===== src/rtl/mul_ctrl.sv =====
// Control FSM for the repeated-addition multiplier: sequences operand loads, product clear and the add/decrement loop.
// Optional iteration timeout is compiled in with MUL_TIMEOUT_EN (err flags a run cut short at MAX_ITER adds).
module mul_ctrl #(
    parameter int ITER_W   = 16,
    parameter int MAX_ITER = 65535
) (
    input  logic              clk,
    input  logic              clr,
    input  logic              start,
    input  logic              eqz,
    output logic              ldA,
    output logic              ldB,
    output logic              clrP,
    output logic              ldP,
    output logic              decB,
    output logic              busy,
    output logic              done,
    output logic [ITER_W-1:0] iters,
    output logic              err
);

    typedef enum logic [2:0] {
        IDLE   = 3'd0,
        LOAD_A = 3'd1,
        LOAD_B = 3'd2,
        ADD    = 3'd3,
        DONE   = 3'd4
    } state_t;

    if (ITER_W < 1 || ITER_W > 31 || MAX_ITER < 1 || MAX_ITER > (2 ** ITER_W) - 1) begin : g_bad_params
        $error("mul_ctrl: MAX_ITER must fit in ITER_W bits and be non-zero");
    end

    state_t            state_r;
    state_t            next_state_s;
    logic [ITER_W-1:0] iters_r;
    logic [ITER_W-1:0] next_iters_s;
    logic              limit_hit_s;

`ifdef MUL_TIMEOUT_EN
    localparam logic [ITER_W-1:0] ITER_LIMIT = ITER_W'(MAX_ITER);

    logic err_r;

    assign limit_hit_s = (iters_r == ITER_LIMIT);
    assign err         = err_r;

    // Timeout flag: set when the add loop is cut short, cleared by the next operand load
    always_ff @(posedge clk or posedge clr) begin
        if (clr) begin
            err_r <= 1'b0;
        end else if (state_r == LOAD_B) begin
            err_r <= 1'b0;
        end else if (state_r == ADD && !eqz && limit_hit_s) begin
            err_r <= 1'b1;
        end else begin
            err_r <= err_r;
        end
    end
`else
    assign limit_hit_s = 1'b0;
    assign err         = 1'b0;
`endif

    assign iters = iters_r;

    // State and iteration counter registers
    always_ff @(posedge clk or posedge clr) begin
        if (clr) begin
            state_r <= IDLE;
            iters_r <= {ITER_W{1'b0}};
        end else begin
            state_r <= next_state_s;
            iters_r <= next_iters_s;
        end
    end

    // Next-state and strobe decode; strobes follow the state so clr silences them at once
    always_comb begin
        next_state_s = state_r;
        next_iters_s = iters_r;
        ldA          = 1'b0;
        ldB          = 1'b0;
        clrP         = 1'b0;
        ldP          = 1'b0;
        decB         = 1'b0;
        busy         = 1'b1;
        done         = 1'b0;
        case (state_r)
            IDLE: begin
                busy = 1'b0;
                if (start) begin
                    next_state_s = LOAD_A;
                end else begin
                    next_state_s = IDLE;
                end
            end
            LOAD_A: begin
                ldA          = 1'b1;
                next_state_s = LOAD_B;
            end
            LOAD_B: begin
                ldB          = 1'b1;
                clrP         = 1'b1;
                next_iters_s = {ITER_W{1'b0}};
                next_state_s = ADD;
            end
            ADD: begin
                if (eqz) begin
                    next_state_s = DONE;
                end else if (limit_hit_s) begin
                    next_state_s = DONE;
                end else begin
                    ldP          = 1'b1;
                    decB         = 1'b1;
                    next_iters_s = iters_r + ITER_W'(1);
                    next_state_s = ADD;
                end
            end
            DONE: begin
                done = 1'b1;
                // Level-sensitive start: wait for it to drop before accepting another run
                if (start) begin
                    next_state_s = DONE;
                end else begin
                    next_state_s = IDLE;
                end
            end
            default: begin
                busy         = 1'b0;
                next_state_s = IDLE;
            end
        endcase
    end

endmodule

===== config.mk =====
export PLATFORM = sky130hd
export DESIGN_NAME = mul_ctrl
export DESIGN_NICKNAME = d
export VERILOG_FILES = /design/src/rtl/mul_ctrl.sv
export SDC_FILE = /design/constraint.sdc
export NUM_CORES = 1
export LEC_CHECK = 0
export CAP_MARGIN = 40
export CORE_UTILIZATION = 42
export DETAILED_ROUTE_END_ITERATION = 6
export PLACE_DENSITY = 0.76
export SLEW_MARGIN = 10
export SYNTH_ARGS = -nofsm -noshare
export SYNTH_HDL_FRONTEND = slang
export SYNTH_SLANG_ARGS = --single-unit
export TNS_END_PERCENT = 5

===== constraint.sdc =====
create_clock -name clk -period 1.45 [get_ports clk]
set_input_delay 0.29 -clock clk [delete_from_list [all_inputs] [get_ports clk]]
set_output_delay 0.29 -clock clk [all_outputs]
set_load 0.01 [all_outputs]

# Word level (Yosys, flattened, before mapping)

Cells that the tools add are included.

Output and inout bits: 24
Word-level logic and storage cells: 24
Register bits: 19
Input port bits: 4

Multiplexer cells: 12
Reductions and logical operators: 4
Equality and inequality tests: 5
Add/subtract/negate cells: 1

Operators by type and width:

| operator                                                               | count |
|---|---|
| 16-bit one-hot mux with 2 select lines                                 | 1 |
| 16-bit by 1-bit adder with 16-bit output (second input constant)       | 1 |
| 16-bit 2-to-1 mux                                                      | 1 |
| 3-bit one-hot mux with 5 select lines                                  | 1 |
| 1-bit 2-to-1 mux                                                       | 7 |
| 3-bit by 2-bit equality test with 1-bit output (second input constant) | 2 |
| 3-bit 2-to-1 mux                                                       | 2 |
| 4-bit OR reduction                                                     | 1 |
| 3-bit by 1-bit equality test with 1-bit output (second input constant) | 1 |
| 3-bit equality test (second input constant)                            | 1 |
| 3-bit zero test                                                        | 1 |
| 2-bit inequality test (second input constant)                          | 1 |
| 2-bit AND reduction                                                    | 1 |
| 2-bit nonzero test                                                     | 1 |

# Depth between registers and ports, before layout

Gate-level depths: netlist of the first run.

Word-level depth: 3
Depth in mapped cells: 6
Mapped depth without buffers: 5

# Least setup slack after synthesis of the first run

No wires, ideal clock.

Path kind: reg2reg
Start: register iters_r[0] (netlist: iters[0])
End: register iters_r[10] (netlist: iters[10])
Setup slack: -0.125 ns
Arrival: 1.451 ns
Path buffers: 0
Setup time: 0.124 ns
Required time: 1.326 ns
Period minus slack after synthesis: 1.575 ns
Cell stages (with the launch flop): 6
Path through: dfrtp_1 > ha_1 > nand3_1 > or4_4 > nand3_2 > o21ai_2

Word-level cells in the longest chain between the ends: 3

RTL lines:

| item                                     | line | source |
|---|---|---|
| start, declared                          | 36   | `logic [ITER_W-1:0] iters_r;` |
| start signal, assigned                   | 71   | `iters_r <= {ITER_W{1'b0}};` |
| start signal, assigned                   | 74   | `iters_r <= next_iters_s;` |
| 16-bit by 1-bit adder with 16-bit output | 116  | `next_iters_s = iters_r + ITER_W'(1);` |
| 16-bit 2-to-1 mux                        | 109  | `if (eqz) begin` |
| 16-bit one-hot mux with 2 select lines   | 89   | `case (state_r)` |

No other way between the ends. The select of a mux whose other input is x is not followed.
A chain may end at the register's enable or synchronous reset.

# Worst setup path after layout of the first run

Start: register state_r[2]
End: output port clrP

Word-level cells in the longest chain between the ends: 2

RTL lines:

| item                                           | line | source |
|---|---|---|
| start, declared                                | 34   | `state_t state_r;` |
| start signal, assigned                         | 73   | `state_r <= next_state_s;` |
| 3-bit by 2-bit equality test with 1-bit output | 89   |  |
| 1-bit 2-to-1 mux                               | 89   |  |
| end, declared                                  | 13   | `output logic clrP,` |

No other way between the ends.

==> flow_metrics.tcl, run 1 <==
set metrics [dict create \
    hp-class "in2async" \
    fin_skew_ns 0.00131 \
    violations "setup timing" \
    synth.most_common_cell "dfrtp_1" \
    clock_power_share_pct 12.6 \
    powerDensity_nw_per_um2 1410 \
    grt_usage_pct 22.6 \
    wl_met3_um 97 \
    numClockSinks 19 \
    seqPwrFrac_pct 29.8 \
    ys_seq_area_share_pct 45.2 \
    postSynthAreaPerCell_um2 9.30 \
    antenna_found_initial 0 \
    p_leak_nw 0.787 \
    insertedDiodeCount 0 \
    async_reset_ff_share_pct 100 \
    fin_crit_sh_pct 113 \
    yosys_most_used_dff "dfrtp_1" \
    power_switching_uw 859 \
    cts_tree "yes" \
    netlist_area_um2 1050 \
    synth_area_leader_cell "dfrtp_1" \
    ys_ff_latch 19 \
    yosysTopAreaCellShare_pct 45.2 \
    final_hold_viol_count 0 \
    detail_route.first_pass.iterations 4 \
    cts_buffer_depth 2 \
    timing.fmax_mhz 613 \
    wire_per_inst_um 14.8 \
    synth_edf_count 0 \
    post-place-ws_ns -0.443 \
    place_inst 178 \
    syn_inst 113 \
    swShare_pct 38.7 \
    syn2layout_area_growth_pct 49.8 \
    coreArea_um2 2280 \
    root_buffer "clkbuf_4" \
    synth_common_cells "dfrtp_1, nor2_1, nand2_1" \
    portBuffers 26 \
    finalPower_mw 2.22 \
    drv_cap 0 \
    rr_worst_depth 6 \
    fin_ws_ns -0.181 \
    critPathMaxFanout 5 \
    rows 17 \
    period_minus_slack_ns 1.63 \
    worst_setup_path_start_kind "register" \
    initial_core_util_pct 46.2 \
    clk_latency_ns 0.30 \
    die_area_um2 2710 \
    gr-total-overflow 0 \
    layout.nets 162 \
    place_hpwl_um 1900 \
    report.final.slew_viol_count 0 \
    wl_met2_um 1460 \
    ir_drop_uv 1250 \
    pwr-share-comb_pct 57.6 \
    vias_per_cell 5.63 \
    drt-total-wl_um 2720 \
    required_ns 1.16 \
    end_kind "primary output" \
    cts_max_level 1 \
    clkSlewWorstSetupHoldPaths_ns 0.11 \
    route.detailed.drc 0 \
    fp.dieH_um 52.0 \
    hold_buffers 0 \
    drt_iter0_drc 18 \
    grt_pass1_vias 998 \
    top_layer "met4" \
    cts_buffers 3 \
    pin_count 28 \
    cp_data_arrival_time_ns 1.34 \
    ys_types 38 \
    grt_pass1_wl_um 4460 \
    place_congestion 0.750 \
    syn_nets 118 \
    setup_tns_ns -1.34 \
    intPower_mw 1.36 \
    path_class "reg2out" \
    fin_cells 184 \
    drive_gt1_share_pct 39.7 \
    status "complete, but fails checks" \
    wl_met1_um 1080 \
    grt_max_degree 20 \
    setup_violations 14 \
    die_w_um 52.0 \
    via_count 1035 \
    synth_warnings 0 \
    rsz0062_at_grt "true" \
    synth_area_leaders "dfrtp_1, nor2_1, xnor2_1, nand2_1, a21oi_1" \
    ant_nets 0 \
    num-fill-cells 175 \
]
-- sequential cells by signal, indices dropped and copies added, names as in the netlist --
register  flops
state_r       3
iters        16
-- power by group through the flow --
stage / registers (mW) / clock network, mW / logic, mW
finish: 0.661 / 0.280 / 1.28
global route: 0.666 / 0.295 / 1.39
CTS: 0.657 / 0.284 / 1.25
detailed placement: 0.663 / 0 / 1.10
global placement: 0.650 / 0 / 1.05
floorplan: 0.715 / 0 / 0.559
-- cell type report --
class                           count  area, um^2  share of cell area (%)
Clock buffer                        4        26.3                    1.67
Inverter                            5        21.3                    1.35
Multi-Input combinational cell     82         601                    38.2
Sequential cell                    19         480                    30.5
Tap cell                           28        35.0                    2.23
Timing Repair Buffer               46         410                    26.1
-- stage by stage --
| step | utilization, % | hold slack, ns | area (um^2) |
|---|---|---|---|
| floorplan | - | 0.241 | 1070 |
| global placement | 63.1 | 0.507 | 1440 |
| detailed placement | 63.1 | 0.526 | 1440 |
| CTS | 67.2 | 0.307 | 1530 |
| global route | 69.2 | 0.356 | 1570 |
| finish | 69.2 | 0.297 | 1570 |
-- worst max-delay path, cell delays in order, from the launching register on --
cell	delay [ns]
dfrtp_1	0.41
or3b_4	0.43
inv_4	0.10
buf_6	0.10
-- metal layers --
metal | vias to the layer above | global-route usage [%]
met1 | 512 | 26.7
met5 | - | 0
met3 | 12 | 2.92
li1 | 477 | -
met4 | 0 | 10.4
met2 | 34 | 40.0
-- cells by family (layout without fill, tap and decap cells) --
logic type                 after synthesis  after routing  share of synthesized area (%)
AOI/OAI and AO/OA                       19             19                           12.1
xor gates and xnor gates                 6              6                           5.00
adders and majority gates                1              1                           1.19
buffers and inverters                   12             55                           7.02
DFF                                     19             19                           45.2
muxes                                    1              1                          0.952
other                                    1              1                          0.357
and+or+nand+nor                         54             54                           28.1
-- layout by cell type, fill, tap and decap left out, drive strengths merged, types with 2 or more instances in the layout --
master | Yosys | routed
a21oi | 7 | 7
a31o | 3 | 3
a31oi | 2 | 2
a41o | 2 | 2
and2b | 3 | 3
and3 | 2 | 2
buf | 7 | 27
clkbuf | 0 | 4
clkdlybuf4s50 | 0 | 3
dfrtp | 19 | 19
dlygate4sd2 | 0 | 15
inv | 5 | 5
nand2 | 11 | 11
nand3 | 4 | 4
nand4 | 5 | 5
nor2 | 13 | 13
nor3 | 6 | 6
o21ai | 4 | 4
or3 | 2 | 2
xnor2 | 5 | 5
-- timing repair --
| item | 4_1_cts | 5_1_grt |
|---|---|---|
| buffers inserted | 2 | 0 |
| cloned | 0 | 0 |
| gates resized for setup | 70 | 10 |
| endpoints found under the setup margin | 35 | 20 |
| pin swaps | 5 | 2 |
-- final timing paths --
path	from	to	slack [ns]
min in group clk	iters[10]	iters[10]	0.54
worst max register to register	state_r[2]	iters[10]	-0.15
worst min register to register	iters[10]	iters[10]	0.54
max in group asynchronous	clr	iters[4]	0.93
worst max-delay path	state_r[2]	clrP	-0.18
worst min-delay path	clr	state_r[0]	0.30
Power figures use the tool's default switching activity.
==> run 2, diff against run 1 <==
--- a/config.mk
+++ b/config.mk
@@ -6,9 +6,10 @@
 export NUM_CORES = 1
 export LEC_CHECK = 0
 export CAP_MARGIN = 40
-export CORE_UTILIZATION = 42
+export CORE_UTILIZATION = 50
 export DETAILED_ROUTE_END_ITERATION = 6
-export PLACE_DENSITY = 0.76
+export DONT_BUFFER_PORTS = 1
+export PLACE_DENSITY = 0.7
 export SLEW_MARGIN = 10
 export SYNTH_ARGS = -nofsm -noshare
 export SYNTH_HDL_FRONTEND = slang
==> run 2 against run 1 <==
Against the previous run:
- the flow still finishes with violations (setup timing)
- highest routed layer unchanged
- first-iteration DRC count grew 94%
- via count shrank 6.6%
- design area shrank 10%
- sequential power grew 4.5%
- non-clock buffer count shrank 14
- worst hold slack lost 0.15 ns
==> flow_metrics.tcl, run 2 (synthesis results as in run 1) <==
set metrics [dict create \
    grt_max_degree 20 \
    required_ns 1.16 \
    min_to "state_r[2]" \
    final_common_cell "buf_4" \
    drv_cap 0 \
    pin_count 28 \
    route.detailed.drc 0 \
    initial_core_util_pct 53.6 \
    gr-total-overflow 0 \
    setup_violations 13 \
    drt-total-wl_um 2760 \
    drt_iter0_drc 35 \
    placed_area_um2 1270 \
    fin_ws_ns -0.213 \
    violations "setup timing" \
    root_buffer "clkbuf_4" \
    cts_buffers 3 \
    report.final.slew_viol_count 0 \
    largest_register_ffs 16 \
    place_hpwl_um 1890 \
    path_class "reg2out" \
    grt_usage_pct 27.1 \
    r2r-start "iters[1]" \
    coreArea_um2 1960 \
    cp_data_arrival_time_ns 1.37 \
    drive_gt1_share_pct 44.4 \
    final_hold_viol_count 0 \
    ant_nets 0 \
    rsz0062_at_grt "true" \
    layout.nets 148 \
    fin_skew_ns 0.00761 \
    portBuffers 0 \
    via_count 967 \
    rr_worst_depth 5 \
    insertedDiodeCount 0 \
    hp-class "in2reg" \
    syn2layout_area_growth_pct 34.5 \
    layout_common_cells "buf_4, dfrtp_1, nor2_1" \
    cts_max_level 1 \
    detail_route.first_pass.iterations 4 \
    regToRegEndpoint "iters[4]" \
    fp.dieH_um 47.8 \
    vias_per_cell 5.72 \
    grt_pass1_vias 964 \
    critPathMaxFanout 6 \
    p_leak_nw 0.642 \
    end_kind "primary output" \
    rows 16 \
    hold_depth 1 \
    clk_latency_ns 0.31 \
    numClockSinks 19 \
    timing.fmax_mhz 601 \
    clkSlewWorstSetupHoldPaths_ns 0.12 \
    r2r_slack_ns -0.06 \
    ir_drop_uv 994 \
    antenna_found_initial 0 \
    worstHoldStart "eqz" \
    fin_crit_sh_pct 115 \
    status "complete, but fails checks" \
    die_w_um 47.8 \
    final_area_um2 1410 \
    grt_pass1_wl_um 4270 \
    cts_buffer_depth 2 \
    worst_setup_path_start_kind "register" \
    die_area_um2 2290 \
    cts_tree "yes" \
    setup_tns_ns -1.01 \
    wire_per_inst_um 16.3 \
    period_minus_slack_ns 1.66 \
    powerDensity_nw_per_um2 1530 \
    place_congestion 0.810 \
]
[run 2: worst max-delay path by stage]
stage               startpoint         to  slack, ns  cells past startpoint
global placement    state_r[2]  iters[12]      -0.04                      5
detailed placement  state_r[2]  iters[12]      -0.11                      5
floorplan             iters[1]  iters[10]      -0.08                      5
finish              state_r[2]       clrP      -0.21                      3
global route        state_r[1]       clrP      -0.25                      3
CTS                 state_r[2]       clrP      -0.21                      3
[run 2: metrics by stage]
| step | util [%] | hold slack (ns) | instances | worst slack, ns | power, mW |
|---|---|---|---|---|---|
| 2_1_floorplan | - | 0.241 | 113 | -0.0754 | 1.27 |
| 3_3_place_gp | 64.9 | 0.214 | 161 | -0.0374 | 1.60 |
| 3_5_place_dp | 64.9 | 0.215 | 161 | -0.108 | 1.64 |
| 4_1_cts | 68.4 | 0.144 | 168 | -0.206 | 2.02 |
| 5_1_grt | 72.1 | 0.129 | 169 | -0.245 | 2.30 |
| 6_report | 72.1 | 0.147 | 169 | -0.213 | 2.16 |
[run 2: worst max-delay path, stage by stage (launching register included)]
cell      delay [ns]
dfrtp_1         0.45
or3b_4          0.42
clkinv_4        0.07
buf_12          0.12
[run 2: layout make-up]
cell class,count,area [um^2]
multi-input cells,82,572
repair buffers,32,279
inverters,5,23.8
well taps,27,33.8
clock buffers,4,26.3
fillers,155,548
flip-flops and latches,19,479
[run 2: routing by layer]
layer	wire length [um]	vias up	global-route usage, %
met3	206	4	6.79
met2	1350	47	44.9
met1	1180	468	34.5
li1	-	448	-
met5	0	-	0
met4	26	0	8.89
[run 2: power by group]
group / total [mW] / internal [mW] / switching (mW)
clock: 0.285 / 0.107 / 0.177
combinational: 1.18 / 0.605 / 0.578
sequential: 0.691 / 0.609 / 0.0823
[run 2: repair_timing]
action,CTS,global route
hold buffers,1,0
endpoints found under the hold margin,19,0
setup endpoints to repair,21,19
pin swaps,1,2
resized for setup,6,18
buffers inserted,2,1
==> run 3, diff against run 2 <==
--- a/config.mk
+++ b/config.mk
@@ -9,7 +9,7 @@
 export CORE_UTILIZATION = 50
 export DETAILED_ROUTE_END_ITERATION = 6
 export DONT_BUFFER_PORTS = 1
-export PLACE_DENSITY = 0.7
+export PLACE_DENSITY = 0.67
 export SLEW_MARGIN = 10
 export SYNTH_ARGS = -nofsm -noshare
 export SYNTH_HDL_FRONTEND = slang
==> constraint.sdc (replaced) <==
create_clock -name clk -period 1.7 [get_ports clk]
set_input_delay 0.34 -clock clk [delete_from_list [all_inputs] [get_ports clk]]
set_output_delay 0.34 -clock clk [all_outputs]
set_load 0.01 [all_outputs]
==> run 3 against run 2 <==
Against the previous run:
- the run now ends clean
- clock power down 19%
- design area is 16% lower
- die area unchanged
- sequential share of layout area up 6.4 points
- global-route usage is 5.6 points lower
- cell count shrank 11%
- sequential power shrank 17%
- non-clock buffer count is 19 lower
==> flow_metrics.tcl, run 3 (synthesis results as in run 1) <==
set metrics [dict create \
    cts_tree "yes" \
    p_leak_nw 0.526 \
    fp.dieH_um 47.8 \
    status "finished clean" \
    path_class "reg2out" \
    cp_data_arrival_time_ns 1.30 \
    grt_pass1_vias 744 \
    cts_buffer_depth 2 \
    worst_setup_path_start_kind "register" \
    crit_end "ldP" \
    antenna_found_initial 0 \
    required_ns 1.36 \
    numClockSinks 19 \
    detail_route.first_pass.iterations 4 \
    vias_per_cell 5.58 \
    rsz0062_at_grt "true" \
    report.final.slew_viol_count 0 \
    drt-total-wl_um 2130 \
    initial_core_util_pct 53.6 \
    syn2layout_area_growth_pct 13.0 \
    powerDensity_nw_per_um2 1230 \
    final_hold_viol_count 0 \
    largest_register_ffs 16 \
    regToRegEndpoint "iters[4]" \
    multi_input_area_um2 510 \
    timing.fmax_mhz 609 \
    root_buffer "clkbuf_4" \
    insertedDiodeCount 0 \
    route.detailed.drc 0 \
    critPathMaxFanout 9 \
    gr-total-overflow 0 \
    layout.nets 130 \
    utilization_pct 60.5 \
    grt_pass1_wl_um 3420 \
    via_count 842 \
    place_inst 144 \
    ir_drop_uv 784 \
    fin_crit_sh_pct 96.5 \
    rr_worst_depth 4 \
    finalPower_mw 1.46 \
    fin_skew_ns 0.00444 \
    clk_latency_ns 0.30 \
    place_hpwl_um 1530 \
    r2r-start "state_r[2]" \
    clkSlewWorstSetupHoldPaths_ns 0.11 \
    hold_depth 1 \
    portBuffers 0 \
    rows 16 \
    period_minus_slack_ns 1.64 \
    cts_max_level 1 \
    drt_iter0_drc 7 \
    fin_cells 151 \
    post-place-ws_ns 0.138 \
    num-fill-cells 200 \
    layout_common_cells "dfrtp_1, nor2_1, nand2_1, buf_4, a21oi_1" \
    die_area_um2 2290 \
    setup_tns_ns 0 \
    cts_buffers 3 \
    r2r_slack_ns 0.18 \
    pin_count 28 \
    coreArea_um2 1960 \
    drv_cap 0 \
    drive_gt1_share_pct 27.4 \
    wire_per_inst_um 14.1 \
    setup_violations 0 \
    fin_ws_ns 0.0588 \
    hp-class "in2reg" \
    end_kind "primary output" \
    place_congestion 0.789 \
    crit_start "state_r[2]" \
    register_area_um2 478 \
    final_common_cell "dfrtp_1" \
    grt_usage_pct 21.5 \
    die_w_um 47.8 \
    grt_max_degree 20 \
    ant_nets 0 \
]
[run 3: stage by stage]
step / hold WS (ns) / cell area [um^2]
2_1_floorplan: 0.291 / 1050
3_3_place_gp: 0.268 / 1110
3_5_place_dp: 0.276 / 1110
4_1_cts: 0.185 / 1170
5_1_grt: 0.188 / 1190
6_report: 0.194 / 1190
[run 3: repair_timing]
action | CTS | global route
gates cloned | 1 | 0
gates resized for setup | 4 | 5
pin swaps | 0 | 0
hold endpoints to repair | 19 | 0
setup buffers | 1 | 0
endpoints found under the setup margin | 4 | 8
hold buffers | 1 | 0
[run 3: where the power goes]
| group | switching [mW] | internal, mW |
|---|---|---|
| registers | 0.0596 | 0.516 |
| logic | 0.394 | 0.261 |
| clock network | 0.138 | 0.0914 |
[run 3: final cells by class]
class                      instances  share of cell area, %
clock buffer                       4                   2.21
inverter                           5                   2.32
multi-input combinational         82                   43.0
sequential                        19                   40.3
tap                               27                   2.85
timing repair buffer              13                   8.75
timing repair inverter             1                  0.632
[run 3: worst min-delay path by stage]
stage	from	to	slack (ns)
6_report	eqz	state_r[2]	0.19
5_1_grt	eqz	state_r[2]	0.19
4_1_cts	eqz	state_r[2]	0.18
3_5_place_dp	clr	iters[0]	0.28
3_3_place_gp	clr	iters[2]	0.27
2_1_floorplan	clr	iters[0]	0.29
[run 3: layer usage]
layer  GRT usage [%]  vias to the layer above  part of all wire [%]  wire length, um
met3            4.53                        4                   3.7               78
met5               0                        -                     0                0
met1            28.6                      403                    47             1010
met4            8.33                        0                   1.2               25
met2            34.1                       22                    48             1020
li1                -                      413                     -                -
[run 3: worst max-delay path, stage by stage, from the launching register on]
cell	delay [ns]
dfrtp_2	0.44
nand4bb_1	0.24
buf_6	0.18
clkinvlp_4	0.14
